`src/rtl/sa_job_seq_if.sv`:
```
// Sequencer bus bundle: job control, shared word-memory port and array address-mapped port.
// Pure wiring, no latency. Control is strobe-based; no backpressure on either port.
interface sa_job_seq_if #(
    parameter int MEM_AW = 16
);
    logic              go_i;
    logic [MEM_AW-1:0] w_base_i;
    logic [MEM_AW-1:0] x_base_i;
    logic [MEM_AW-1:0] y_base_i;
    logic              busy_o;
    logic              done_o;
    logic              err_o;
    logic [MEM_AW-1:0] mem_addr_o;
    logic              mem_rd_o;
    logic [31:0]       mem_rdata_i;
    logic              mem_wr_o;
    logic [31:0]       mem_wdata_o;
    logic [7:0]        sa_addr_o;
    logic [31:0]       sa_data_o;
    logic              sa_wr_o;
    logic [31:0]       sa_data_i;

    modport master (
        input  go_i, w_base_i, x_base_i, y_base_i, mem_rdata_i, sa_data_i,
        output busy_o, done_o, err_o, mem_addr_o, mem_rd_o, mem_wr_o, mem_wdata_o,
               sa_addr_o, sa_data_o, sa_wr_o
    );

    modport slave (
        output go_i, w_base_i, x_base_i, y_base_i, mem_rdata_i, sa_data_i,
        input  busy_o, done_o, err_o, mem_addr_o, mem_rd_o, mem_wr_o, mem_wdata_o,
               sa_addr_o, sa_data_o, sa_wr_o
    );
endinterface

```
`src/rtl/sa_job_seq.sv`:
```
// Job sequencer: loads weights/activations into the 8x8 array, starts it, polls done, writes results back.
// Latency: 264 cycles go->done with immediate done (328 with SA_SEQ_CLEAR_OBUF_EN clearing output buffers).
// Backpressure: none; memory answers in exactly 1 cycle, array read data is registered, go_i dropped when busy.
module sa_job_seq #(
    parameter int MEM_AW   = 16,
    parameter int POLL_MAX = 255
) (
    input  logic         clk_i,
    input  logic         rst_i,
    sa_job_seq_if.master bus
);
    localparam int PW = $clog2(POLL_MAX + 1);

    typedef enum logic [2:0] {
        S_IDLE  = 3'd0,
        S_LDW   = 3'd1,
        S_LDX   = 3'd2,
`ifdef SA_SEQ_CLEAR_OBUF_EN
        S_CLR   = 3'd3,
`endif
        S_START = 3'd4,
        S_POLL  = 3'd5,
        S_RD    = 3'd6,
        S_DONE  = 3'd7
    } state_t;

    state_t            state, state_nxt;
    logic [7:0]        cnt;
    logic [PW-1:0]     pcnt;
    logic [MEM_AW-1:0] w_base, x_base, y_base;
    logic              err;
    logic [31:0]       cap;

    logic              poll_sample, poll_miss, poll_timeout;
    logic [MEM_AW-1:0] mem_addr;
    logic              mem_rd, mem_wr;
    logic [31:0]       mem_wdata;
    logic [7:0]        sa_addr;
    logic [31:0]       sa_data;
    logic              sa_wr;

    // POLL cycle 0 only presents address 0x00; the array's registered status is valid from cycle 1.
    assign poll_sample  = (state == S_POLL) && (cnt != 8'd0);
    assign poll_miss    = poll_sample && !bus.sa_data_i[0];
    assign poll_timeout = poll_miss && (pcnt == PW'(POLL_MAX - 1));

    always_ff @(posedge clk_i or posedge rst_i) begin
        if (rst_i) begin
            state  <= S_IDLE;
            cnt    <= '0;
            pcnt   <= '0;
            w_base <= '0;
            x_base <= '0;
            y_base <= '0;
            err    <= 1'b0;
            cap    <= '0;
        end else begin
            state <= state_nxt;
            if (state_nxt != state)
                cnt <= '0;
            else if (state != S_IDLE && !poll_sample)
                cnt <= cnt + 8'd1;
            if (state == S_IDLE && bus.go_i) begin
                w_base <= bus.w_base_i;
                x_base <= bus.x_base_i;
                y_base <= bus.y_base_i;
                err    <= 1'b0;
            end
            if (state == S_START)
                pcnt <= '0;
            else if (poll_miss)
                pcnt <= pcnt + 1'b1;
            if (poll_timeout)
                err <= 1'b1;
            if (state == S_RD && cnt[0])
                cap <= bus.sa_data_i;
        end
    end

    always_comb begin
        state_nxt = state;
        mem_addr  = '0;
        mem_rd    = 1'b0;
        mem_wr    = 1'b0;
        mem_wdata = '0;
        sa_addr   = '0;
        sa_data   = '0;
        sa_wr     = 1'b0;
        case (state)
            S_IDLE: begin
                if (bus.go_i)
                    state_nxt = S_LDW;
            end
            S_LDW: begin
                // Read of word n overlaps the array write of word n-1.
                if (cnt != 8'd64) begin
                    mem_rd   = 1'b1;
                    mem_addr = w_base + MEM_AW'(cnt);
                end
                if (cnt != 8'd0) begin
                    sa_wr   = 1'b1;
                    sa_addr = cnt - 8'd1;
                    sa_data = bus.mem_rdata_i;
                end
                if (cnt == 8'd64)
                    state_nxt = S_LDX;
            end
            S_LDX: begin
                if (cnt != 8'd64) begin
                    mem_rd   = 1'b1;
                    mem_addr = x_base + MEM_AW'(cnt);
                end
                if (cnt != 8'd0) begin
                    sa_wr   = 1'b1;
                    sa_addr = 8'h40 | (cnt - 8'd1);
                    sa_data = bus.mem_rdata_i;
                end
                if (cnt == 8'd64) begin
`ifdef SA_SEQ_CLEAR_OBUF_EN
                    state_nxt = S_CLR;
`else
                    state_nxt = S_START;
`endif
                end
            end
`ifdef SA_SEQ_CLEAR_OBUF_EN
            S_CLR: begin
                sa_wr   = 1'b1;
                sa_addr = 8'h80 | cnt;
                if (cnt == 8'd63)
                    state_nxt = S_START;
            end
`endif
            S_START: begin
                sa_wr     = 1'b1;
                sa_addr   = 8'hC0;
                state_nxt = S_POLL;
            end
            S_POLL: begin
                if (poll_sample) begin
                    if (bus.sa_data_i[0])
                        state_nxt = S_RD;
                    else if (poll_timeout)
                        state_nxt = S_DONE;
                end
            end
            S_RD: begin
                // Word n: address held on cycles 2n and 2n+1, captured on 2n+1, written to memory on 2n+2.
                if (!cnt[7])
                    sa_addr = 8'h80 | {2'b00, cnt[6:1]};
                if (cnt[7:1] != 7'd0 && !cnt[0]) begin
                    mem_wr    = 1'b1;
                    mem_addr  = y_base + MEM_AW'(cnt[7:1] - 7'd1);
                    mem_wdata = cap;
                end
                if (cnt == 8'd128)
                    state_nxt = S_DONE;
            end
            S_DONE: begin
                state_nxt = S_IDLE;
            end
            default: begin
                state_nxt = S_IDLE;
            end
        endcase
    end

    assign bus.busy_o      = (state != S_IDLE) && (state != S_DONE);
    assign bus.done_o      = (state == S_DONE);
    assign bus.err_o       = err;
    assign bus.mem_addr_o  = mem_addr;
    assign bus.mem_rd_o    = mem_rd;
    assign bus.mem_wr_o    = mem_wr;
    assign bus.mem_wdata_o = mem_wdata;
    assign bus.sa_addr_o   = sa_addr;
    assign bus.sa_data_o   = sa_data;
    assign bus.sa_wr_o     = sa_wr;
endmodule

```
`src/flat_wrapper.sv`:
```
// flat-port wrapper written by rule: the top's interface ports become plain ports
module sa_job_seq_flat 
#(
    parameter int MEM_AW   = 16,
    parameter int POLL_MAX = 255
)
  (clk_i, rst_i, bus_go_i, bus_w_base_i, bus_x_base_i, bus_y_base_i, bus_mem_rdata_i, bus_sa_data_i, bus_busy_o, bus_done_o, bus_err_o, bus_mem_addr_o, bus_mem_rd_o, bus_mem_wr_o, bus_mem_wdata_o, bus_sa_addr_o, bus_sa_data_o, bus_sa_wr_o);
  sa_job_seq_if #(.MEM_AW(MEM_AW)) bus_i ();
  input  logic clk_i;
  input  logic rst_i;
  input wire logic [$bits(bus_i.go_i)-1:0] bus_go_i;
  input wire logic [$bits(bus_i.w_base_i)-1:0] bus_w_base_i;
  input wire logic [$bits(bus_i.x_base_i)-1:0] bus_x_base_i;
  input wire logic [$bits(bus_i.y_base_i)-1:0] bus_y_base_i;
  input wire logic [$bits(bus_i.mem_rdata_i)-1:0] bus_mem_rdata_i;
  input wire logic [$bits(bus_i.sa_data_i)-1:0] bus_sa_data_i;
  output wire logic [$bits(bus_i.busy_o)-1:0] bus_busy_o;
  output wire logic [$bits(bus_i.done_o)-1:0] bus_done_o;
  output wire logic [$bits(bus_i.err_o)-1:0] bus_err_o;
  output wire logic [$bits(bus_i.mem_addr_o)-1:0] bus_mem_addr_o;
  output wire logic [$bits(bus_i.mem_rd_o)-1:0] bus_mem_rd_o;
  output wire logic [$bits(bus_i.mem_wr_o)-1:0] bus_mem_wr_o;
  output wire logic [$bits(bus_i.mem_wdata_o)-1:0] bus_mem_wdata_o;
  output wire logic [$bits(bus_i.sa_addr_o)-1:0] bus_sa_addr_o;
  output wire logic [$bits(bus_i.sa_data_o)-1:0] bus_sa_data_o;
  output wire logic [$bits(bus_i.sa_wr_o)-1:0] bus_sa_wr_o;
  assign bus_i.go_i = bus_go_i;
  assign bus_i.w_base_i = bus_w_base_i;
  assign bus_i.x_base_i = bus_x_base_i;
  assign bus_i.y_base_i = bus_y_base_i;
  assign bus_i.mem_rdata_i = bus_mem_rdata_i;
  assign bus_i.sa_data_i = bus_sa_data_i;
  assign bus_busy_o = bus_i.busy_o;
  assign bus_done_o = bus_i.done_o;
  assign bus_err_o = bus_i.err_o;
  assign bus_mem_addr_o = bus_i.mem_addr_o;
  assign bus_mem_rd_o = bus_i.mem_rd_o;
  assign bus_mem_wr_o = bus_i.mem_wr_o;
  assign bus_mem_wdata_o = bus_i.mem_wdata_o;
  assign bus_sa_addr_o = bus_i.sa_addr_o;
  assign bus_sa_data_o = bus_i.sa_data_o;
  assign bus_sa_wr_o = bus_i.sa_wr_o;
  sa_job_seq #(.MEM_AW(MEM_AW), .POLL_MAX(POLL_MAX)) u_core (.clk_i(clk_i), .rst_i(rst_i), .bus(bus_i));
endmodule
```
`config.mk`:
```
export PLATFORM = sky130hd
export DESIGN_NAME = sa_job_seq_flat
export DESIGN_NICKNAME = d
export VERILOG_FILES = /design/src/rtl/sa_job_seq_if.sv /design/src/rtl/sa_job_seq.sv /design/src/flat_wrapper.sv
export SDC_FILE = /design/constraint.sdc
export NUM_CORES = 1
export LEC_CHECK = 0
export CORE_UTILIZATION = 30
export DETAILED_ROUTE_END_ITERATION = 10
export GPL_ROUTABILITY_DRIVEN = 0
export HOLD_SLACK_MARGIN = 0.08
export PLACE_DENSITY = 0.57
export SYNTH_ARGS = -nofsm -noshare
export SYNTH_HDL_FRONTEND = slang
export SYNTH_SLANG_ARGS = --single-unit
export TNS_END_PERCENT = 50
```
`constraint.sdc`:
```
create_clock -name clk_i -period 4.6 [get_ports clk_i]
set_input_delay 0.46 -clock clk_i [delete_from_list [all_inputs] [get_ports clk_i]]
set_output_delay 0.46 -clock clk_i [all_outputs]
set_load 0.01 [all_outputs]
```
**After elaboration in Yosys (flattened, before gate mapping)**

Cells that the tools add are included.

- Register bits: 100
- Bits in latches: 0
- Memory bits (writable): 0
- Memory bits (read-only): 0
- Input port bits: 115
- Logic and storage cells: 78
- Memories: 0

- Add/sub/neg operators: 7
- Multipliers: 0
- Divide/modulo/power cells: 0
- $lt $le $gt $ge: 0
- Equal/unequal tests: 12
- Shift operators: 0
- Mux-type cells: 32
- Bitwise logic cells: 0
- Reductions and logical operators: 19

Operators by type and width:

| operator | count |
|---|---|
| $mux W32 | 4 |
| $mux W8 | 7 |
| $mux W16 | 3 |
| $pmux W16 S3 | 1 |
| $add A16 B8 Y16 | 2 |
| $pmux W8 S4 | 1 |
| $mux W3 | 7 |
| $pmux W3 S6 | 1 |
| $add A16 B16 Y16 | 1 |
| $add A8 B1 Y8 const B | 2 |
| $eq A8 B8 Y1 const B | 2 |
| $eq A3 B3 Y1 const B | 4 |
| $eq A8 B7 Y1 const B | 1 |
| $logic_and A1 B1 Y1 | 8 |
| $ne A8 B7 Y1 const B | 1 |
| $reduce_bool A8 Y1 | 1 |
| $sub A7 B1 Y8 const B | 1 |
| $sub A8 B1 Y8 const B | 1 |
| $mux W1 | 7 |
| $reduce_bool A7 Y1 | 1 |
| $reduce_bool A2 Y1 | 3 |
| $eq A3 B1 Y1 const B | 1 |
| $eq A3 B2 Y1 const B | 1 |
| $logic_not A1 Y1 | 3 |
| other kinds (6) | 6 |

**Depth between registers and ports, before layout**

Gate-level depths: netlist (run 1).

- Word-level depth: 10
- Gate-level depth with buffers: 14

**Worst setup path after synthesis (run 1)**

No wires, ideal clock.

- Kind: reg2out
- From: reg u_core.cnt[7]
- To: out bus_mem_addr_o[12]
- Data arrival time: 3.224 ns
- Setup slack: 0.916 ns
- Stages on the path, launching flop included: 13
- Buffers on the path: 1
- Path through: dfrtp_1 buf_2 or3_4 or3_1 nor3_2 ha_1 a211oi_1 o211ai_1 a41oi_1 a21boi_0 xor2_1 nand2_1 o221ai_1

- Cells in the longest elaborated chain, start to end: 4

RTL lines:

| what | RTL line | source |
|---|---|---|
| start, declared | sa_job_seq.sv:28 | `logic [7:0] cnt;` |
| start signal, assigned | sa_job_seq.sv:62 | `cnt <= cnt + 8'd1;` |
| $sub A7 B1 Y8 or $reduce_bool A7 Y1 (tied branches) | sa_job_seq.sv:153, sa_job_seq.sv:151 |  |
| $add A16 B16 Y16 or $logic_and A1 B1 Y1 (tied branches) | sa_job_seq.sv:153, sa_job_seq.sv:151 |  |
| $mux W16 | sa_job_seq.sv:151 | `if (cnt[7:1] != 7'd0 && !cnt[0]) begin` |
| $pmux W16 S3 (*) | sa_job_seq.sv:89 | `case (state)` |
| end, declared | flat_wrapper.sv:20 | `output wire logic [$bits(bus_i.mem_addr_o)-1:0] bus_mem_addr_o;` |

Mark *: on every way between the ends. The rest lies on a longest branch, timed or not.

**Worst setup path in the final report (run 1)**

- From: reg u_core.cnt[7]
- To: out bus_mem_addr_o[15]

Same word-level chain as after synthesis.

==> flow_summary.rst, run 1 <==
.. list-table::
   :header-rows: 1

   * - Metric
     - Value
   * - Result of the run
     - finished, violations left
   * - Failing checks
     - design-rule violations
   * - Number of nets still failing antenna checks after routing
     - 0
   * - Initial antenna violation count
     - 0
   * - Post-synthesis to final-layout area growth
     - 41.6%
   * - Main combinational cell family by area after synthesis
     - simple AND/OR/NAND/NOR gates
   * - Layout Cells excl Fill
     - 1169
   * - P_leak
     - 3.95 nW
   * - Sinks on Clock Net
     - 100
   * - CTS tree
     - yes
   * - I/O Buffers
     - 208
   * - Total setup violations reported at the end of the flow
     - 0
   * - Clock period minus worst slack
     - 4340 ps
   * - Number of flops mapped to enable cells by yosys
     - 0
   * - Global route overflow
     - 0
   * - Top library cells by usage in the layout, fill and taps aside
     - 208 x sky130_fd_sc_hd__clkdlybuf4s50_1, 100 x sky130_fd_sc_hd__dfrtp_1, 78 x sky130_fd_sc_hd__mux2_2
   * - Die height
     - 152 µm
   * - Post-cts sizing count
     - 0
   * - Count of vias placed by the detailed router
     - 5720
   * - H-Tree Level Count
     - 3
   * - Register-to-register setup slack
     - 1700 ps
   * - Destination of the worst register-to-register timing path
     - u_core.cnt[5]
   * - Std-Cell Rows
     - 54
   * - Post-detail-place hpwl
     - 14.8 mm
   * - Complex-gate fraction of the synthesized area
     - 0.129
   * - Net count after synthesis
     - 832
   * - Relative slew slack
     - 0.374
   * - Most frequent standard cell in the layout excluding fill and tap cells
     - sky130_fd_sc_hd__clkdlybuf4s50_1
   * - Worst Setup End Kind
     - output pin
   * - Number of library cell types mapped by synthesis
     - 60
   * - Worst EP required
     - 4140 ps
   * - Fraction of the mapped netlist area in simple logic gates
     - 0.177
   * - Cell depth of the worst flop-to-flop path
     - 10
   * - Largest buffer count on any clock path
     - 2
   * - CTS root buf
     - sky130_fd_sc_hd__clkbuf_16
   * - Wire length per cell
     - 16.4 µm
   * - Clk slew on worst S/H paths
     - 80 ps
   * - DR DRC count
     - 20
   * - Maximum operating frequency
     - 230 MHz
   * - Actual slew at the worst max-slew pin
     - 936 ps
   * - Post-synth ARST share
     - 1.00
   * - Placed instance count
     - 1153
   * - Post-synthesis sequential area ratio
     - 0.371
   * - Most common flop cell mapped by yosys
     - sky130_fd_sc_hd__dfrtp_1
   * - Maximum resistive drop on vdd
     - 0.000277 V
   * - Register bit count reported by yosys
     - 100
   * - Maximum number of pins on one net before global-route repair
     - 51
   * - Final clock skew
     - 11.7 ps
   * - Via count of the first global-routing pass
     - 6010
   * - Tot GR Track Use
     - 0.173
   * - Number of iterations in the first detailed-routing pass
     - 8
   * - Startpoint types
     - flip-flop
   * - Syn. warnings
     - 0
   * - Xor/xnor cell area share of the yosys netlist
     - 0.0831
   * - DR iter-0 viols
     - 228
   * - Antenna diode instance count
     - 0
   * - Worst Slack Setup Final
     - 255 ps
   * - Type of the worst min-delay path
     - input port to async pin
   * - Worst skew pair latency
     - 360 ps
   * - Total Nets Final
     - 1041
   * - Post-CTS setup buffers
     - 0
   * - Global-route wire length before repair
     - 31.5 mm
   * - Hold violation total from the final report
     - 0
   * - Number of pins with negative max-slew slack in the final report
     - 0
   * - Effective utilization at floorplan
     - 0.307
   * - CTS Buf Count
     - 9
   * - Core box area
     - 22000 µm²
   * - Worst slack at placement
     - 565 ps
   * - Crit Path Class
     - flip-flop to output pin
   * - Core occupancy in the finished layout
     - 0.435
   * - Number of buffers inserted for hold repair after clock tree synthesis
     - 0
   * - Share of cell area taken by muxes after synthesis
     - 0.132
   * - Die footprint
     - 23100 µm²
   * - Total I/O pin count
     - 209
   * - Detailed-route vias per instance
     - 4.89
   * - Total Routed Length
     - 19.2 mm
   * - Layout cell share with drive strength beyond 1
     - 0.148
   * - Post-synth design cell area
     - 6740 µm²
   * - Ratio of final minimum period to clock period
     - 0.945
   * - Synthesized area per cell
     - 9.99 µm²
   * - Chip Width
     - 152 µm
   * - Data arrival time of the critical path
     - 3880 ps
   * - Worst reg2reg path startpoint
     - u_core.cnt[0]
   * - Synthesized instance count
     - 675
   * - Fraction of the mapped netlist area in adder cells
     - 0.0813
   * - Fillers
     - 2160
   * - Count of maximum capacitance violations
     - 0
   * - Maximum fanout encountered on the critical timing path
     - 4
   * - Pwr dens
     - 551 nW/µm²
==> metal layers <==
layer  track usage  wire length, µm  share of wire  vias to the layer above
li1              -                -              -                     2805
met4        0.0466              215          0.011                        0
met5             0                0              0                        -
met3        0.0425             1380          0.072                       12
met1         0.211             8160           0.43                     2716
met2         0.301             9440           0.49                      187
==> registers in the layout, indices dropped and copies added, names as in the netlist <==
name              count
u_core.y_base        16
u_core.x_base        16
u_core.bus.err_o      1
u_core.pcnt           8
u_core.cnt            8
u_core.state          3
u_core.w_base        16
u_core.cap           32
==> worst max path at each step <==
stage                             start                 end  depth (start not counted)
after global routing      u_core.cnt[1]  bus_mem_addr_o[15]                         13
final                     u_core.cnt[7]  bus_mem_addr_o[15]                         11
after floorplan           u_core.cnt[7]  bus_mem_addr_o[12]                         12
after CTS                 u_core.cnt[1]  bus_mem_addr_o[15]                         13
after global placement    u_core.cnt[7]  bus_mem_addr_o[12]                         12
after detailed placement  u_core.cnt[1]  bus_mem_addr_o[15]                         13
==> cells by family after synthesis <==
family / count (synthesis)
buffers and inverters: 46
DFF: 100
and+or+nand+nor: 220
muxes: 79
AOI/OAI and AO/OA: 124
xor gates and xnor gates: 64
adders and majority gates: 42
==> Yosys cell counts (3+ instances only) <==
master / count / area (µm²)
sky130_fd_sc_hd__inv_1: 18 / 67.6
sky130_fd_sc_hd__nand2b_1: 8 / 50.1
sky130_fd_sc_hd__buf_2: 5 / 25.0
sky130_fd_sc_hd__clkbuf_1: 20 / 75.1
sky130_fd_sc_hd__o21ai_0: 34 / 170
sky130_fd_sc_hd__nand3_1: 11 / 55.1
sky130_fd_sc_hd__xnor2_1: 32 / 280
sky130_fd_sc_hd__nor2_1: 40 / 150
sky130_fd_sc_hd__and2_1: 65 / 407
sky130_fd_sc_hd__mux2_2: 78 / 878
sky130_fd_sc_hd__ha_1: 39 / 488
sky130_fd_sc_hd__nor4b_1: 3 / 26.3
sky130_fd_sc_hd__nand2_1: 42 / 158
sky130_fd_sc_hd__a21oi_1: 26 / 130
sky130_fd_sc_hd__a22oi_1: 3 / 22.5
sky130_fd_sc_hd__or3_1: 5 / 31.3
sky130_fd_sc_hd__xor2_1: 32 / 280
sky130_fd_sc_hd__o31ai_1: 3 / 22.5
sky130_fd_sc_hd__nor2b_1: 6 / 37.5
sky130_fd_sc_hd__o21a_1: 3 / 22.5
sky130_fd_sc_hd__o221ai_1: 10 / 87.6
sky130_fd_sc_hd__nor3_1: 7 / 35.0
sky130_fd_sc_hd__a211oi_1: 10 / 75.1
sky130_fd_sc_hd__o211ai_1: 3 / 22.5
sky130_fd_sc_hd__nor3_2: 3 / 30.0
sky130_fd_sc_hd__a21o_1: 11 / 82.6
sky130_fd_sc_hd__fa_1: 3 / 60.1
sky130_fd_sc_hd__nand4_1: 5 / 31.3
sky130_fd_sc_hd__dfrtp_1: 100 / 2500
sky130_fd_sc_hd__nor3b_1: 3 / 22.5
sky130_fd_sc_hd__and3_1: 11 / 68.8
==> metrics by stage <==
| step | hold slack [ps] | TNS (ps) | area, µm² | power [mW] |
|---|---|---|---|---|
| global placement | 478 | 0 | 9230 | 4.46 |
| floorplan | 471 | 0 | 6740 | 3.25 |
| CTS | 497 | 0 | 9530 | 5.30 |
| detailed placement | 485 | 0 | 9230 | 4.46 |
| global route | 517 | -25.8 | 9550 | 5.69 |
| finish | 477 | 0 | 9550 | 5.26 |
==> critical path: stages, from the launching register on <==
cell and delay, ps:
sky130_fd_sc_hd__dfrtp_1 380, sky130_fd_sc_hd__or3_4 420, sky130_fd_sc_hd__or3_1 370, sky130_fd_sc_hd__nor3_2 270
sky130_fd_sc_hd__ha_1 340, sky130_fd_sc_hd__a21oi_1 150, sky130_fd_sc_hd__o21ai_0 110, sky130_fd_sc_hd__o32a_1 360
sky130_fd_sc_hd__a41oi_1 260, sky130_fd_sc_hd__xnor2_1 100, sky130_fd_sc_hd__o221ai_1 200, sky130_fd_sc_hd__clkdlybuf4s50_1 580
==> power by group <==
part / internal (mW) / total (mW) / switching, mW
Sequential: 1.07 / 1.23 / 0.154
Combinational: 1.60 / 3.23 / 1.63
Clock: 0.431 / 0.806 / 0.374
Total: 3.10 / 5.26 / 2.16
==> final cells by class <==
class | count | area (µm²) | area share
clock buffers | 9 | 225 | 0.0236
clock inverters | 7 | 81.3 | 0.00852
inverters | 18 | 70.1 | 0.00734
multi-input cells | 529 | 4100 | 0.430
flip-flops and latches | 100 | 2500 | 0.262
well taps | 280 | 350 | 0.0367
repair buffers | 226 | 2220 | 0.232
Power figures use the tool's default switching activity.
==> inputs of run 2 (changes only) <==
--- a/config.mk
+++ b/config.mk
@@ -5,6 +5,7 @@
 export SDC_FILE = /design/constraint.sdc
 export NUM_CORES = 1
 export LEC_CHECK = 0
+export CORE_MARGIN = 5
 export CORE_UTILIZATION = 30
 export DETAILED_ROUTE_END_ITERATION = 10
 export GPL_ROUTABILITY_DRIVEN = 0
==> flow_summary.rst, run 2 (synthesis gave the netlist of run 1 again) <==
.. list-table::
   :header-rows: 1

   * - Metric
     - Value
   * - Sinks on Clock Net
     - 100
   * - Largest buffer count on any clock path
     - 2
   * - Worst stage delay on the critical path
     - 580 ps
   * - Count of maximum capacitance violations
     - 0
   * - Hold_sp
     - u_core.cap[10]
   * - Antenna diode instance count
     - 0
   * - CTS tree
     - yes
   * - Worst Setup End Kind
     - output pin
   * - Worst path bufs/invs
     - 1
   * - Effective utilization at floorplan
     - 0.307
   * - Tot GR Track Use
     - 0.157
   * - Most flop-heavy register
     - u_core.cap
   * - Std-Cell Rows
     - 54
   * - Fin Hold WS
     - 499 ps
   * - Clk slew on worst S/H paths
     - 80 ps
   * - Detailed-route vias per instance
     - 4.93
   * - Count of vias placed by the detailed router
     - 5748
   * - Number of iterations in the first detailed-routing pass
     - 4
   * - Total Routed Length
     - 20.1 mm
   * - Crit-path leading delay family
     - simple AND/OR/NAND/NOR gates
   * - H-Tree Level Count
     - 3
   * - CTS root buf
     - sky130_fd_sc_hd__clkbuf_16
   * - DR iter-0 viols
     - 307
   * - Number of nets still failing antenna checks after routing
     - 0
   * - Via count of the first global-routing pass
     - 5956
   * - Type of the worst min-delay path
     - flip-flop to flip-flop
   * - Wire length per cell
     - 17.2 µm
   * - Cell depth of the worst flop-to-flop path
     - 10
   * - Actual slew at the worst max-slew pin
     - 1030 ps
   * - Number of buffers inserted for hold repair after clock tree synthesis
     - 0
   * - Chip Width
     - 160 µm
   * - Final clock skew
     - 7.49 ps
   * - Post-detail-place hpwl
     - 15.6 mm
   * - Ratio of final minimum period to clock period
     - 0.938
   * - DR DRC count
     - 0
   * - Post-synthesis to final-layout area growth
     - 41.2%
   * - CP max-delay cell
     - sky130_fd_sc_hd__clkdlybuf4s50_1
   * - Register-to-register setup slack
     - 1750 ps
   * - Unrepaired setup endpoints after global routing
     - no
   * - Hold violation total from the final report
     - 0
   * - Overall power consumption
     - 5.24 mW
   * - Initial antenna violation count
     - 0
   * - I/O Buffers
     - 208
   * - Total I/O pin count
     - 209
   * - Startpoint types
     - flip-flop
   * - Clock period minus worst slack
     - 4310 ps
   * - Maximum number of pins on one net before global-route repair
     - 79
   * - Layout cell share with drive strength beyond 1
     - 0.145
   * - Maximum resistive drop on vdd
     - 0.000271 V
   * - Result of the run
     - complete, no violations
   * - Maximum operating frequency
     - 232 MHz
   * - Worst skew pair latency
     - 360 ps
   * - Global-route wire length before repair
     - 32.2 mm
   * - Worst reg2reg path startpoint
     - u_core.cnt[0]
   * - Core box area
     - 22000 µm²
   * - CTS Buf Count
     - 9
   * - Relative slew slack
     - 0.316
   * - Total Nets Final
     - 1039
   * - Worst EP required
     - 4140 ps
   * - Crit Path Class
     - flip-flop to output pin
   * - Logic depth of the worst path, buffers included
     - 12
   * - Global route overflow
     - 0
   * - Maximum fanout encountered on the critical timing path
     - 4
   * - Total setup violations reported at the end of the flow
     - 0
   * - Most frequent standard cell in the layout excluding fill and tap cells
     - sky130_fd_sc_hd__clkdlybuf4s50_1
   * - Die footprint
     - 25600 µm²
   * - Pwr dens
     - 550 nW/µm²
   * - Destination of the worst register-to-register timing path
     - u_core.cnt[7]
   * - Critical Path End
     - bus_mem_addr_o[12]
   * - P_leak
     - 3.93 nW
   * - Cell breakdown of the critical path
     - or3_4 > or3_1 > nor3_2 > ha_1 > a211oi_1 > o211ai_1 > a41oi_2 > a21boi_0 > xor2_1 > nand2_1 > o221ai_1 > clkdlybuf4s50_1
   * - Critical path launch point
     - u_core.cnt[7]
   * - Die height
     - 160 µm
   * - Number of pins with negative max-slew slack in the final report
     - 0
   * - Sum of negative setup slack
     - 0 ps
   * - Top library cells by usage in the layout, fill and taps aside
     - 208 x sky130_fd_sc_hd__clkdlybuf4s50_1, 100 x sky130_fd_sc_hd__dfrtp_1, 78 x sky130_fd_sc_hd__mux2_2
   * - Data arrival time of the critical path
     - 3850 ps
   * - Largest register FFs
     - 32
-- run 2: worst min-delay path by stage --
stage          cells past startpoint        endpoint  slack (ps)
4_1_cts                            1  u_core.cap[26]         500
5_1_grt                            1  u_core.cap[14]         510
2_1_floorplan                      1  u_core.cap[29]         470
3_3_place_gp                       1  u_core.cap[20]         480
3_5_place_dp                       1  u_core.cap[14]         480
6_report                           1  u_core.cap[10]         500
-- run 2: report_power, final --
part	total (mW)	internal, mW	switching (mW)
registers	1.23	1.07	0.155
clock network	0.791	0.428	0.364
logic	3.22	1.59	1.62
-- run 2: metal layers --
layer | part of all wire | up-vias | global-route usage
li1 | - | 2797 | -
met1 | 0.41 | 2731 | 0.186
met2 | 0.48 | 197 | 0.269
met3 | 0.084 | 23 | 0.0549
met4 | 0.020 | 0 | 0.0446
met5 | 0 | - | 0
-- run 2: timing repair --
action,4_1_cts,5_1_grt
gates resized for setup,0,2
endpoints found under the setup margin,0,3
setup buffers,0,0
-- run 2: final cells by class --
cell class | instances | area, µm²
flip-flops and latches | 100 | 2500
clock buffers | 10 | 229
clock inverters | 6 | 68.8
repair buffers | 224 | 2200
inverters | 18 | 70.1
multi-input cells | 529 | 4100
well taps | 280 | 350
fillers | 2138 | 12400
-- run 2: stage by stage --
stage	setup WS [ps]	instance area, µm²	utilization	cells
4_1_cts	165	9510	0.433	1167
3_5_place_dp	564	9210	0.419	1151
6_report	287	9520	0.434	1167
3_3_place_gp	610	9210	0.419	1151
5_1_grt	34.5	9520	0.434	1167
2_1_floorplan	916	6740	-	675
==> inputs of run 3 (changes only) <==
--- a/config.mk
+++ b/config.mk
@@ -8,9 +8,10 @@
 export CORE_MARGIN = 5
 export CORE_UTILIZATION = 30
 export DETAILED_ROUTE_END_ITERATION = 10
+export DONT_BUFFER_PORTS = 1
 export GPL_ROUTABILITY_DRIVEN = 0
 export HOLD_SLACK_MARGIN = 0.08
-export PLACE_DENSITY = 0.57
+export PLACE_DENSITY = 0.45
 export SYNTH_ARGS = -nofsm -noshare
 export SYNTH_HDL_FRONTEND = slang
 export SYNTH_SLANG_ARGS = --single-unit
==> constraint.sdc (replaced) <==
create_clock -name clk_i -period 4.9 [get_ports clk_i]
set_input_delay 0.49 -clock clk_i [delete_from_list [all_inputs] [get_ports clk_i]]
set_output_delay 0.49 -clock clk_i [all_outputs]
set_load 0.01 [all_outputs]
==> flow_summary.rst, run 3 (synthesis gave the netlist of run 1 again) <==
.. list-table::
   :header-rows: 1

   * - Metric
     - Value
   * - Result of the run
     - complete, no violations
   * - Worst skew pair latency
     - 360 ps
   * - Worst slack at placement
     - 843 ps
   * - P_leak
     - 3.11 nW
   * - Most frequent standard cell in the layout excluding fill and tap cells
     - sky130_fd_sc_hd__dfrtp_1
   * - Maximum fanout encountered on the critical timing path
     - 14
   * - Std-Cell Rows
     - 54
   * - Effective utilization at floorplan
     - 0.307
   * - Part of the total power dissipated in sequential elements
     - 0.278
   * - Fillers
     - 2218
   * - Total setup violations reported at the end of the flow
     - 0
   * - Area of the multi-input gates
     - 4080 µm²
   * - Unrepaired setup endpoints after global routing
     - no
   * - Met2 Wirelength
     - 8.69 mm
   * - Initial antenna violation count
     - 3
   * - Maximum number of pins on one net before global-route repair
     - 61
   * - Worst stage delay on the critical path
     - 590 ps
   * - Largest buffer count on any clock path
     - 2
   * - Global-route wire length before repair
     - 30.4 mm
   * - Ratio of final minimum period to clock period
     - 0.903
   * - CTS Buf Count
     - 9
   * - Type of the worst min-delay path
     - input port to flip-flop
   * - Cell breakdown of the critical path
     - or3_4 > or3_1 > nor3_2 > buf_4 > ha_1 > a211oi_1 > o211ai_1 > a41oi_1 > a21boi_0 > xor2_1 > nand2_1 > o221ai_1
   * - Top library cells by usage in the layout, fill and taps aside
     - 100 x sky130_fd_sc_hd__dfrtp_1, 78 x sky130_fd_sc_hd__mux2_2, 65 x sky130_fd_sc_hd__and2_1
   * - Switching Share
     - 0.458
   * - Total I/O pin count
     - 209
   * - Post-route met1 wirelength
     - 8.81 mm
   * - Post-detail-place hpwl
     - 14.9 mm
   * - Total Routed Length
     - 19.0 mm
   * - H-Tree Level Count
     - 3
   * - Clock network fraction of design power
     - 0.162
   * - I/O Buffers
     - 0
   * - Die height
     - 160 µm
   * - Startpoint types
     - flip-flop
   * - Tot GR Track Use
     - 0.147
   * - Die footprint
     - 25600 µm²
   * - Clk slew on worst S/H paths
     - 70 ps
   * - Number of iterations in the first detailed-routing pass
     - 4
   * - CTS root buf
     - sky130_fd_sc_hd__clkbuf_16
   * - Post-synthesis to final-layout area growth
     - 9.59%
   * - Top sig layer
     - met5
   * - Sum of negative setup slack
     - 0 ps
   * - Crit-path leading delay family
     - compound AO/OA/AOI/OAI gates
   * - Core box area
     - 22000 µm²
   * - DR iter-0 viols
     - 230
   * - Number of nets still failing antenna checks after routing
     - 0
   * - Sinks on Clock Net
     - 100
   * - Total Nets Final
     - 825
   * - Most flop-heavy register
     - u_core.cap
   * - Worst EP required
     - 4410 ps
   * - Chip Width
     - 160 µm
   * - Maximum operating frequency
     - 226 MHz
   * - Combinational share of power
     - 0.559
   * - Maximum resistive drop on vdd
     - 0.000258 V
   * - Clock period minus worst slack
     - 4430 ps
   * - Pwr dens
     - 596 nW/µm²
   * - Number of pins with negative max-slew slack in the final report
     - 0
   * - Seq. cell area
     - 2500 µm²
   * - Worst path bufs/invs
     - 1
   * - CTS tree
     - yes
   * - CP max-delay cell
     - sky130_fd_sc_hd__dfrtp_1
   * - Layout cell share with drive strength beyond 1
     - 0.178
   * - Via count of the first global-routing pass
     - 5328
   * - Detailed-route vias per instance
     - 5.24
   * - Data arrival time of the critical path
     - 3940 ps
   * - Relative slew slack
     - 0.332
   * - Count of maximum capacitance violations
     - 0
   * - Switch Pwr
     - 2.02 mW
   * - DR DRC count
     - 0
   * - Worst Setup End Kind
     - output pin
   * - Worst Slack Setup Final
     - 474 ps
   * - Internal power of the cells
     - 2.39 mW
   * - Count of vias placed by the detailed router
     - 5001
   * - Post-CTS setup buffers
     - 0
   * - Final clock skew
     - 8.53 ps
   * - Met3 wirelength from detailed routing
     - 1.09 mm
   * - Wire length per cell
     - 19.9 µm
   * - Crit Path Class
     - flip-flop to output pin
   * - Hold violation total from the final report
     - 0
   * - Global route overflow
     - 0
   * - Actual slew at the worst max-slew pin
     - 999 ps
   * - Largest register FFs
     - 32
-- run 3: path summary, 6_finish.rpt --
| path | startpoint | to | slack (ps) | cells past startpoint |
|---|---|---|---|---|
| setup / recovery | u_core.cnt[3] | bus_mem_addr_o[12] | 470 | 12 |
| hold / removal | bus_w_base_i[11] | u_core.w_base[11] | 260 | 2 |
| setup reg to reg | u_core.cnt[1] | u_core.cnt[0] | 1760 | 9 |
| hold reg to reg | u_core.cap[27] | u_core.cap[27] | 500 | 1 |
| max in group asynchronous | rst_i | u_core.y_base[11] | 3040 | 3 |
| min in group asynchronous | rst_i | u_core.cap[12] | 650 | 2 |
-- run 3: final cells by class --
cell class,instances,share of cell area
multi-input combinational,529,0.552
sequential,100,0.339
tap,280,0.0474
clock buffer,9,0.0305
timing repair buffer,10,0.0127
inverter,18,0.00948
clock inverter,7,0.00880
antenna,1,0.000339
-- run 3: worst reg2reg max path: stages (launching register included) --
cell and delay [ps]:
sky130_fd_sc_hd__dfrtp_1 540, sky130_fd_sc_hd__inv_1 250, sky130_fd_sc_hd__ha_1 220, sky130_fd_sc_hd__nand2_1 140, sky130_fd_sc_hd__o41ai_4 850, sky130_fd_sc_hd__o311ai_2 270, sky130_fd_sc_hd__a31o_1 280, sky130_fd_sc_hd__nand2_2 90
sky130_fd_sc_hd__a2bb2oi_4 280, sky130_fd_sc_hd__nor2_1 100
-- run 3: what timing repair did --
action / in CTS / in global routing
resized for setup: 0 / 0
hold buffers: 1 / 0
endpoints found under the hold margin: 40 / 0
-- run 3: power groups by stage --
stage                     Clock (mW)  Sequential (mW)  Combinational, mW
after global routing           0.779             1.26               2.72
after global placement             0             1.24               2.41
after detailed placement           0             1.24               2.44
after floorplan                    0             1.13               1.92
after CTS                      0.746             1.23               2.46
final                          0.716             1.23               2.46
-- run 3: metal layers --
| layer | GRT usage | vias up |
|---|---|---|
| met5 | 0 | - |
| met4 | 0.0387 | 6 |
| met3 | 0.0433 | 30 |
| met2 | 0.230 | 139 |
| met1 | 0.200 | 2447 |
| li1 | - | 2379 |
-- run 3: stage by stage --
step                      hold slack (ps)  utilization  power (mW)  instances  cell area (µm²)
after global routing                  261        0.336        4.75        953             7390
after CTS                             250        0.336        4.44        952             7380
after global placement                427        0.322        3.64        935             7080
after detailed placement              434        0.322        3.68        935             7080
final                                 260        0.337        4.41        954             7390
after floorplan                       471            -        3.05        675             6740
